$ cat src/rtl/exu_pkg.sv
// Shared encodings for the EXU sequencer: ex_op codes, RV32M funct3 codes,
// sequencer states and small decode helpers.
package exu_pkg;

    localparam int XLEN_W = 32;

    typedef enum logic [3:0] {
        EX_NONE   = 4'd0,
        EX_AUIPC  = 4'd1,
        EX_LUI    = 4'd2,
        EX_JAL    = 4'd3,
        EX_JALR   = 4'd4,
        EX_LOAD   = 4'd5,
        EX_STORE  = 4'd6,
        EX_BRANCH = 4'd7,
        EX_OPIMM  = 4'd8,
        EX_OP     = 4'd9
    } ex_op_e;

    typedef enum logic [2:0] {
        MDU_MUL    = 3'd0,
        MDU_MULH   = 3'd1,
        MDU_MULHSU = 3'd2,
        MDU_MULHU  = 3'd3,
        MDU_DIV    = 3'd4,
        MDU_DIVU   = 3'd5,
        MDU_REM    = 3'd6,
        MDU_REMU   = 3'd7
    } mdu_op_e;

    typedef enum logic [1:0] {
        ST_IDLE = 2'd0,
        ST_BUSY = 2'd1,
        ST_DONE = 2'd2
    } state_e;

    // MUL is treated as unsigned: its low product word does not depend on sign.
    function automatic logic mdu_a_signed(input logic [2:0] op);
        return (op == MDU_MULH) || (op == MDU_MULHSU) || (op == MDU_DIV) || (op == MDU_REM);
    endfunction

    function automatic logic mdu_b_signed(input logic [2:0] op);
        return (op == MDU_MULH) || (op == MDU_DIV) || (op == MDU_REM);
    endfunction

endpackage

$ cat src/rtl/mdu_iter.sv
// Iterative RV32M engine: shift-add multiply and restoring divide on operand
// magnitudes, one bit per cycle, with sign fixup and zero-cycle special divides.
module mdu_iter
    import exu_pkg::*;
#(
    parameter int CYCLES = 32
) (
    input  logic        clk,
    input  logic        rst,
    input  logic        start,
    input  logic [2:0]  op,
    input  logic [31:0] a,
    input  logic [31:0] b,
    output logic        busy,
    output logic        done,
    output logic [31:0] result
);

    localparam int CW = 6;

    logic [CW-1:0] count_reg;
    logic          busy_reg;
    logic [2:0]    op_reg;
    logic [31:0]   hi_reg;
    logic [31:0]   lo_reg;
    logic [31:0]   den_reg;
    logic          neg_q_reg;
    logic          neg_r_reg;

    logic        a_neg, b_neg;
    logic [31:0] a_mag, b_mag;
    logic        special;
    logic [31:0] special_result;

    always_comb begin
        a_neg = mdu_a_signed(op) & a[31];
        b_neg = mdu_b_signed(op) & b[31];
        a_mag = a_neg ? (32'd0 - a) : a;
        b_mag = b_neg ? (32'd0 - b) : b;
        special        = 1'b0;
        special_result = 32'd0;
        if (op[2]) begin
            if (b == 32'd0) begin
                special        = 1'b1;
                special_result = op[1] ? a : 32'hFFFF_FFFF;
            end else if (!op[0] && a == 32'h8000_0000 && b == 32'hFFFF_FFFF) begin
                special        = 1'b1;
                special_result = op[1] ? 32'd0 : 32'h8000_0000;
            end
        end
    end

    // One iteration step computed from the registered state.
    logic [32:0] mul_sum;
    logic [32:0] div_shift;
    logic [32:0] div_diff;
    logic        div_ge;
    logic [31:0] hi_step, lo_step;

    always_comb begin
        mul_sum   = {1'b0, hi_reg} + (lo_reg[0] ? {1'b0, den_reg} : 33'd0);
        div_shift = {hi_reg, lo_reg[31]};
        div_diff  = div_shift - {1'b0, den_reg};
        div_ge    = ~div_diff[32];
        if (op_reg[2]) begin
            hi_step = div_ge ? div_diff[31:0] : div_shift[31:0];
            lo_step = {lo_reg[30:0], div_ge};
        end else begin
            hi_step = mul_sum[32:1];
            lo_step = {mul_sum[0], lo_reg[31:1]};
        end
    end

    logic        last;
    logic [63:0] prod_fix;
    logic [31:0] quot_fix, rem_fix, final_result;

    always_comb begin
        last     = busy_reg && (count_reg == CW'(CYCLES - 1));
        prod_fix = neg_q_reg ? (64'd0 - {hi_step, lo_step}) : {hi_step, lo_step};
        quot_fix = neg_q_reg ? (32'd0 - lo_step) : lo_step;
        rem_fix  = neg_r_reg ? (32'd0 - hi_step) : hi_step;
        if (op_reg[2])
            final_result = op_reg[1] ? rem_fix : quot_fix;
        else
            final_result = (op_reg == MDU_MUL) ? prod_fix[31:0] : prod_fix[63:32];
    end

    assign busy   = busy_reg;
    assign done   = (start & special) | last;
    assign result = (start & special) ? special_result : final_result;

    always_ff @(posedge clk) begin
        if (rst) begin
            count_reg <= '0;
            busy_reg  <= 1'b0;
            op_reg    <= 3'd0;
            hi_reg    <= 32'd0;
            lo_reg    <= 32'd0;
            den_reg   <= 32'd0;
            neg_q_reg <= 1'b0;
            neg_r_reg <= 1'b0;
        end else if (start && !special) begin
            count_reg <= '0;
            busy_reg  <= 1'b1;
            op_reg    <= op;
            hi_reg    <= 32'd0;
            lo_reg    <= op[2] ? a_mag : b_mag;
            den_reg   <= op[2] ? b_mag : a_mag;
            neg_q_reg <= a_neg ^ b_neg;
            neg_r_reg <= a_neg;
        end else if (busy_reg) begin
            hi_reg    <= hi_step;
            lo_reg    <= lo_step;
            count_reg <= count_reg + 1'b1;
            if (last)
                busy_reg <= 1'b0;
        end
    end

endmodule

$ cat src/rtl/exu_ctrl.sv
// Decode-to-writeback sequencer around the combinational EXU with an output
// result register. EXU_MDU_EN enables the iterative RV32M path.
module exu_ctrl
    import exu_pkg::*;
#(
    parameter int XLEN       = 32,
    parameter int MDU_CYCLES = 32
) (
    input  logic            clk,
    input  logic            rst,
    input  logic            in_valid,
    output logic            in_ready,
    input  logic [XLEN-1:0] in_pc,
    input  logic [4:0]      in_rd,
    input  logic [XLEN-1:0] in_rs1_data,
    input  logic [XLEN-1:0] in_rs2_data,
    input  logic [XLEN-1:0] in_imm,
    input  logic [4:0]      in_alu_op,
    input  logic [3:0]      in_ex_op,
    input  logic            in_is_mdu,
    input  logic [2:0]      in_mdu_op,
    output logic [XLEN-1:0] exu_pc,
    output logic [XLEN-1:0] exu_rs1_data,
    output logic [XLEN-1:0] exu_rs2_data,
    output logic [XLEN-1:0] exu_imm,
    output logic [4:0]      exu_rd,
    output logic [4:0]      exu_alu_op,
    output logic [3:0]      exu_ex_op,
    input  logic [XLEN-1:0] exu_alu_data,
    input  logic            exu_compare_result,
    output logic            out_valid,
    input  logic            out_ready,
    output logic [XLEN-1:0] out_data,
    output logic [4:0]      out_rd,
    output logic            out_taken
);

    assign exu_pc       = in_pc;
    assign exu_rs1_data = in_rs1_data;
    assign exu_rs2_data = in_rs2_data;
    assign exu_imm      = in_imm;
    assign exu_rd       = in_rd;
    assign exu_alu_op   = in_alu_op;
    assign exu_ex_op    = in_ex_op;

    state_e          state_reg, state_next;
    logic [XLEN-1:0] out_data_reg, out_data_next;
    logic [4:0]      out_rd_reg, out_rd_next;
    logic            out_taken_reg, out_taken_next;
    logic            accept;

    assign in_ready  = (state_reg == ST_IDLE) | ((state_reg == ST_DONE) & out_ready);
    assign accept    = in_valid & in_ready;
    assign out_valid = (state_reg == ST_DONE);
    assign out_data  = out_data_reg;
    assign out_rd    = out_rd_reg;
    assign out_taken = out_taken_reg;

`ifdef EXU_MDU_EN
    logic            mdu_start;
    logic            mdu_done;
    logic            unused_mdu_busy;
    logic [XLEN-1:0] mdu_result;

    assign mdu_start = accept & in_is_mdu;

    mdu_iter #(
        .CYCLES (MDU_CYCLES)
    ) u_mdu_iter (
        .clk    (clk),
        .rst    (rst),
        .start  (mdu_start),
        .op     (in_mdu_op),
        .a      (in_rs1_data),
        .b      (in_rs2_data),
        .busy   (unused_mdu_busy),
        .done   (mdu_done),
        .result (mdu_result)
    );
`else
    logic unused_mdu;
    assign unused_mdu = ^{in_mdu_op, MDU_CYCLES[0]};
`endif

    always_comb begin
        state_next     = state_reg;
        out_data_next  = out_data_reg;
        out_rd_next    = out_rd_reg;
        out_taken_next = out_taken_reg;
        case (state_reg)
            ST_IDLE, ST_DONE: begin
                if (state_reg == ST_DONE && out_ready)
                    state_next = ST_IDLE;
                // A DONE slot being drained can take the next instruction directly.
                if (accept) begin
                    out_rd_next = in_rd;
                    state_next  = ST_DONE;
                    if (in_is_mdu) begin
                        out_taken_next = 1'b0;
`ifdef EXU_MDU_EN
                        if (mdu_done)
                            out_data_next = mdu_result;
                        else
                            state_next = ST_BUSY;
`else
                        out_data_next = '0;
`endif
                    end else begin
                        out_data_next  = exu_alu_data;
                        out_taken_next = exu_compare_result;
                    end
                end
            end
`ifdef EXU_MDU_EN
            ST_BUSY: begin
                if (mdu_done) begin
                    out_data_next = mdu_result;
                    state_next    = ST_DONE;
                end
            end
`endif
            default: state_next = ST_IDLE;
        endcase
    end

    always_ff @(posedge clk) begin
        if (rst) begin
            state_reg     <= ST_IDLE;
            out_data_reg  <= '0;
            out_rd_reg    <= 5'd0;
            out_taken_reg <= 1'b0;
        end else begin
            state_reg     <= state_next;
            out_data_reg  <= out_data_next;
            out_rd_reg    <= out_rd_next;
            out_taken_reg <= out_taken_next;
        end
    end

endmodule

$ cat config.mk
export PLATFORM = sky130hd
export DESIGN_NAME = exu_ctrl
export DESIGN_NICKNAME = d
export VERILOG_FILES = /design/src/rtl/exu_pkg.sv /design/src/rtl/mdu_iter.sv /design/src/rtl/exu_ctrl.sv
export SDC_FILE = /design/constraint.sdc
export NUM_CORES = 1
export LEC_CHECK = 0
export ABC_AREA = 0
export ABC_CLOCK_PERIOD_IN_PS = 1400
export CORE_AREA = 8 8 137 139
export DETAILED_ROUTE_END_ITERATION = 6
export DIE_AREA = 0 0 145 147
export MAX_ROUTING_LAYER = met4
export PLACE_DENSITY = 0.59
export SLEW_MARGIN = 25
export SYNTH_ARGS = -nofsm -noshare
export SYNTH_HDL_FRONTEND = slang
export SYNTH_SLANG_ARGS = --single-unit
$ cat constraint.sdc
create_clock -name clk -period 1.4 [get_ports clk]
set_input_delay 0.28 -clock clk [delete_from_list [all_inputs] [get_ports clk]]
set_output_delay 0.28 -clock clk [all_outputs]
set_load 0.005 [all_outputs]
* After elaboration in Yosys (flattened, before gate mapping)
Index checks and enable logic that the tools add are counted.
** Cells by class
- Multiplexer cells :: 4
- Bitwise gates (word level) :: 4
- Reductions and logical operators :: 6
** Operators by type and width (count)
- 32-bit two-way mux :: 1
- 2-bit two-way mux :: 2
- 2-bit OR reduction :: 2
- 1-bit AND :: 2
- 2-bit logical NOT :: 1
- 2-bit AND reduction :: 1
- 2-bit nonzero test :: 1
- 1-bit logical AND :: 1
- 1-bit two-way mux :: 1
- 1-bit inverter :: 1
- 1-bit OR :: 1
** Word-level totals
- Register bits :: 39
- Output and inout bits :: 182
- Word-level logic and storage cells :: 18

* Logic depth before layout (Yosys ltp)
- Depth after elaboration :: 4
- Mapped depth :: 5

* Worst setup path after synthesis
No wires, ideal clock.
- Path kind :: reg-to-output
- From :: reg state_reg[1]
- To :: out in_ready
- Arrival :: 0.691 ns
- Setup slack :: 0.429 ns
- Cell stages (with the launch flop) :: 4
- Cell sequence :: dfxtp_1 -> nor2b_4 -> inv_2 -> buf_4
** Between the ends
- Word-level cells in the longest chain between the ends :: 2
** RTL lines
- start, declared :: line exu_ctrl.sv:46 : state_e state_reg, state_next;
- start signal, assigned :: line exu_ctrl.sv:133 : state_reg <= state_next;
- 2-bit logical NOT or 1-bit AND (tied branches) :: line exu_ctrl.sv:52 : assign in_ready = (state_reg == ST_IDLE) | ((state_reg == ST_DONE) & out_ready);
- 1-bit OR (*) :: line exu_ctrl.sv:52
- end, declared :: line exu_ctrl.sv:12 : output logic in_ready,
Mark *: on every way between the ends. The rest lies on a longest branch, timed or not.

* Worst setup path after layout
- From :: in in_rd[0]
- To :: out exu_rd[0]
** RTL lines
- start, declared :: line exu_ctrl.sv:14 : input logic [4:0] in_rd,
- end, declared :: line exu_ctrl.sv:26 : output logic [4:0] exu_rd,
No word-level cell between the ends.

==> metrics <==
status=finished clean; number of synthesized flops with an enable pin=0; async set-reset flop share out of synthesis=0; Logic pwr share=0.150; Avg Inst Size Synth=8.47 um^2; #FFs+latches synth=39; Core ar.=0.0168 mm^2; class of the worst hold path=primary input to register; drt drc=0; Hold Path End=out_data[3]; footprint of the multi-input gates=713 um^2; CTS root buf=clkbuf_16; slew margin rel.=0.707; Crit Path Category=primary input to primary output; Worst Hold Slack=0.416 ns; Slew @ Worst Pin=0.440 ns; crit end category=primary output; GR Util met1=0.0742; FF-to-FF End=out_rd[4]; Flop pwr share=0.413; mux contribution to synthesized area=0; slack of the critical path=0.0816 ns; final-report setup violation count=0; Util after Layout=0.171; worst-case clock skew=0.00356 ns; die width=145 um; Net Sw Frac=0.245; CTS H-tree lvls=2; max_cap viols=0; Critical Path Max Stage Delay=0.49 ns; unrepaired setup endpoints after global routing=no; Top Usage Layer GRT=met2; post-synthesis sequential area ratio=0.286; PortBufs=87; register area=782 um^2; # clock sinks=39; # nets final=445; pre-CTS WS=-0.308 ns; FILL cells=1,888; Vias=1,964; Simple-Gate Fraction of Synth Area=0.120; grt met2 use=0.131; buffer count from post-CTS setup fixing=0; Synth top cells by count=146 x buf_4, 39 x a21oi_1, 39 x dfxtp_1, 33 x nand4b_1, 20 x o21ai_1; Final Cycle Share=0.942; Synth Area in Adders=0; top_reg_cell synth=dfxtp_1; kind of cell adding the most delay to the critical path=buffers and inverters; Syn Nets=505; HPWL after DPL=6930 um; min-delay src=rst; Max Fclk=759 MHz; ranking of synthesized cells by area=buf_4 40%, dfxtp_1 29%, nand4b_1 11%, a21oi_1 7.2%, o21ai_1 3.7%; R2R setup slack=0.13 ns; Net Sw Power=0.700 mW; critical path launch point type=primary input; clock-pin transition on the worst setup and hold timing paths=0.06 ns; final hold vios=0; final count of pins violating max slew=0; Clock Path Buffers=2; Diodes inserted=0; post-route ant nets=0; Crit Reg-Reg Startpoint=state_reg[1]; die span in y=147 um; largest net degree at the start of global routing=40; Compound-Gate Fraction of Synth Area=0.141; max reg flops=32; Hold Path Stages=3; most area-hungry cell type in the Yosys netlist=buf_4; vias in the first global route=2,056; most numerous cell in the Yosys netlist=buf_4; Gate Count Post-Synth=322; Vias/cell=4.02; Routed WL=9200 um; share of post-route cells with drive strength above 1=0.0913; # rows=48; CP Max Fanout=2; Buffers & Inverters on Critical Path=2; first-pass GRT wire length=13,300 um; DR pass1 iterations=4; initial antenna violation count=0; Post-Synth XOR/XNOR Area=0; CTS tree=yes; Synth cell types=13; yosys warns=0; Die Area=0.0213 mm^2; clock latency on the worst-skew pair=0.29 ns; area grow syn2layout=5.09%; Total GRT Usage=0.0853; cells along the critical path=clkdlybuf4s50_1 > dlygate4sd2_1; total power=2.85 mW; cell-internal power=2.15 mW; main combinational cell family by area after synthesis=buffers and inverters; FF-to-FF path depth=4; placer's final routability congestion estimate=0.660; Leak=1.10 nW; Synth top area share=0.402; mapped cell area=0.00273 mm^2; peak supply drop=0.000341 V; Clock Power Share=0.437; Num CTS Buffers=5; Critical-path top delay cell=clkdlybuf4s50_1; total gr overflow=0; pwr dens=995 mW/mm^2; minimum clock period after layout=1.32 ns; DRT iter0 DRCs=108; required time of the critical path=1.12 ns; # IOs=365; WP data arrival=1.04 ns; Routed WL per cell=18.8 um; GR Layer Usage met3=0.0391; Initial Util=0.163
==> worst reg2reg max path, cell delays in order, from the launching register on <==
cell and delay, ns:
dfxtp_2 0.32, nor2b_4 0.16, buf_4 0.40, o21ai_0 0.15, a21oi_1 0.16
==> worst max path at each step <==
stage	startpoint	to	slack (ns)	cells past startpoint
after floorplan	state_reg[1]	in_ready	0.43	3
after global placement	out_ready	in_ready	-0.33	4
after detailed placement	out_ready	in_ready	-0.31	4
after CTS	state_reg[1]	in_ready	0.04	3
after global routing	state_reg[1]	in_ready	0.02	3
final	in_rd[0]	exu_rd[0]	0.08	2
==> layout by cell type, fill, tap and decap left out, types with 3 or more instances in the layout <==
cell type / count
clkdlybuf4s50_1: 39
buf_12: 3
buf_4: 8
nand3_1: 5
dlygate4sd2_1: 45
dfxtp_1: 38
nand4b_1: 33
o21ai_1: 20
a21oi_1: 39
clkbuf_16: 5
o21ai_0: 18
==> cell type report <==
type / count / area share
multi-input combinational: 116 / 0.249
tap: 225 / 0.0983
sequential: 39 / 0.273
clock buffer: 8 / 0.0546
inverter: 2 / 0.00262
timing repair buffer: 98 / 0.323
==> per-layer routing <==
layer	share of wire	up-vias
met2	0.47	156
met1	0.32	885
met3	0.12	84
li1	-	839
met4	0.092	0
met5	0	-
==> power by group through the flow <==
stage	Clock (mW)	Sequential, mW	Combinational [mW]
finish	1.24	1.18	0.429
global route	1.37	1.18	0.468
CTS	1.34	1.18	0.436
detailed placement	0	1.20	0.473
global placement	0	1.20	0.461
floorplan	0	1.21	0.499
==> timing repair <==
action / in CTS / in global routing
hold buffers: 0 / 0
gates resized for setup: 48 / 0
setup endpoints to repair: 45 / 0
==> through the flow <==
stage	cells	area [um^2]	TNS [ns]
5_1_grt	488	2870	0
4_1_cts	488	2870	0
3_5_place_dp	480	2760	-10.24
6_report	488	2870	0
2_1_floorplan	322	2730	0
3_3_place_gp	480	2760	-8.61
==> kinds of logic after synthesis <==
logic type / after synthesis
buf+inv: 167
compound gates: 77
flops: 39
simple gates: 39
Note: power is estimated with default switching activity, not from simulation.
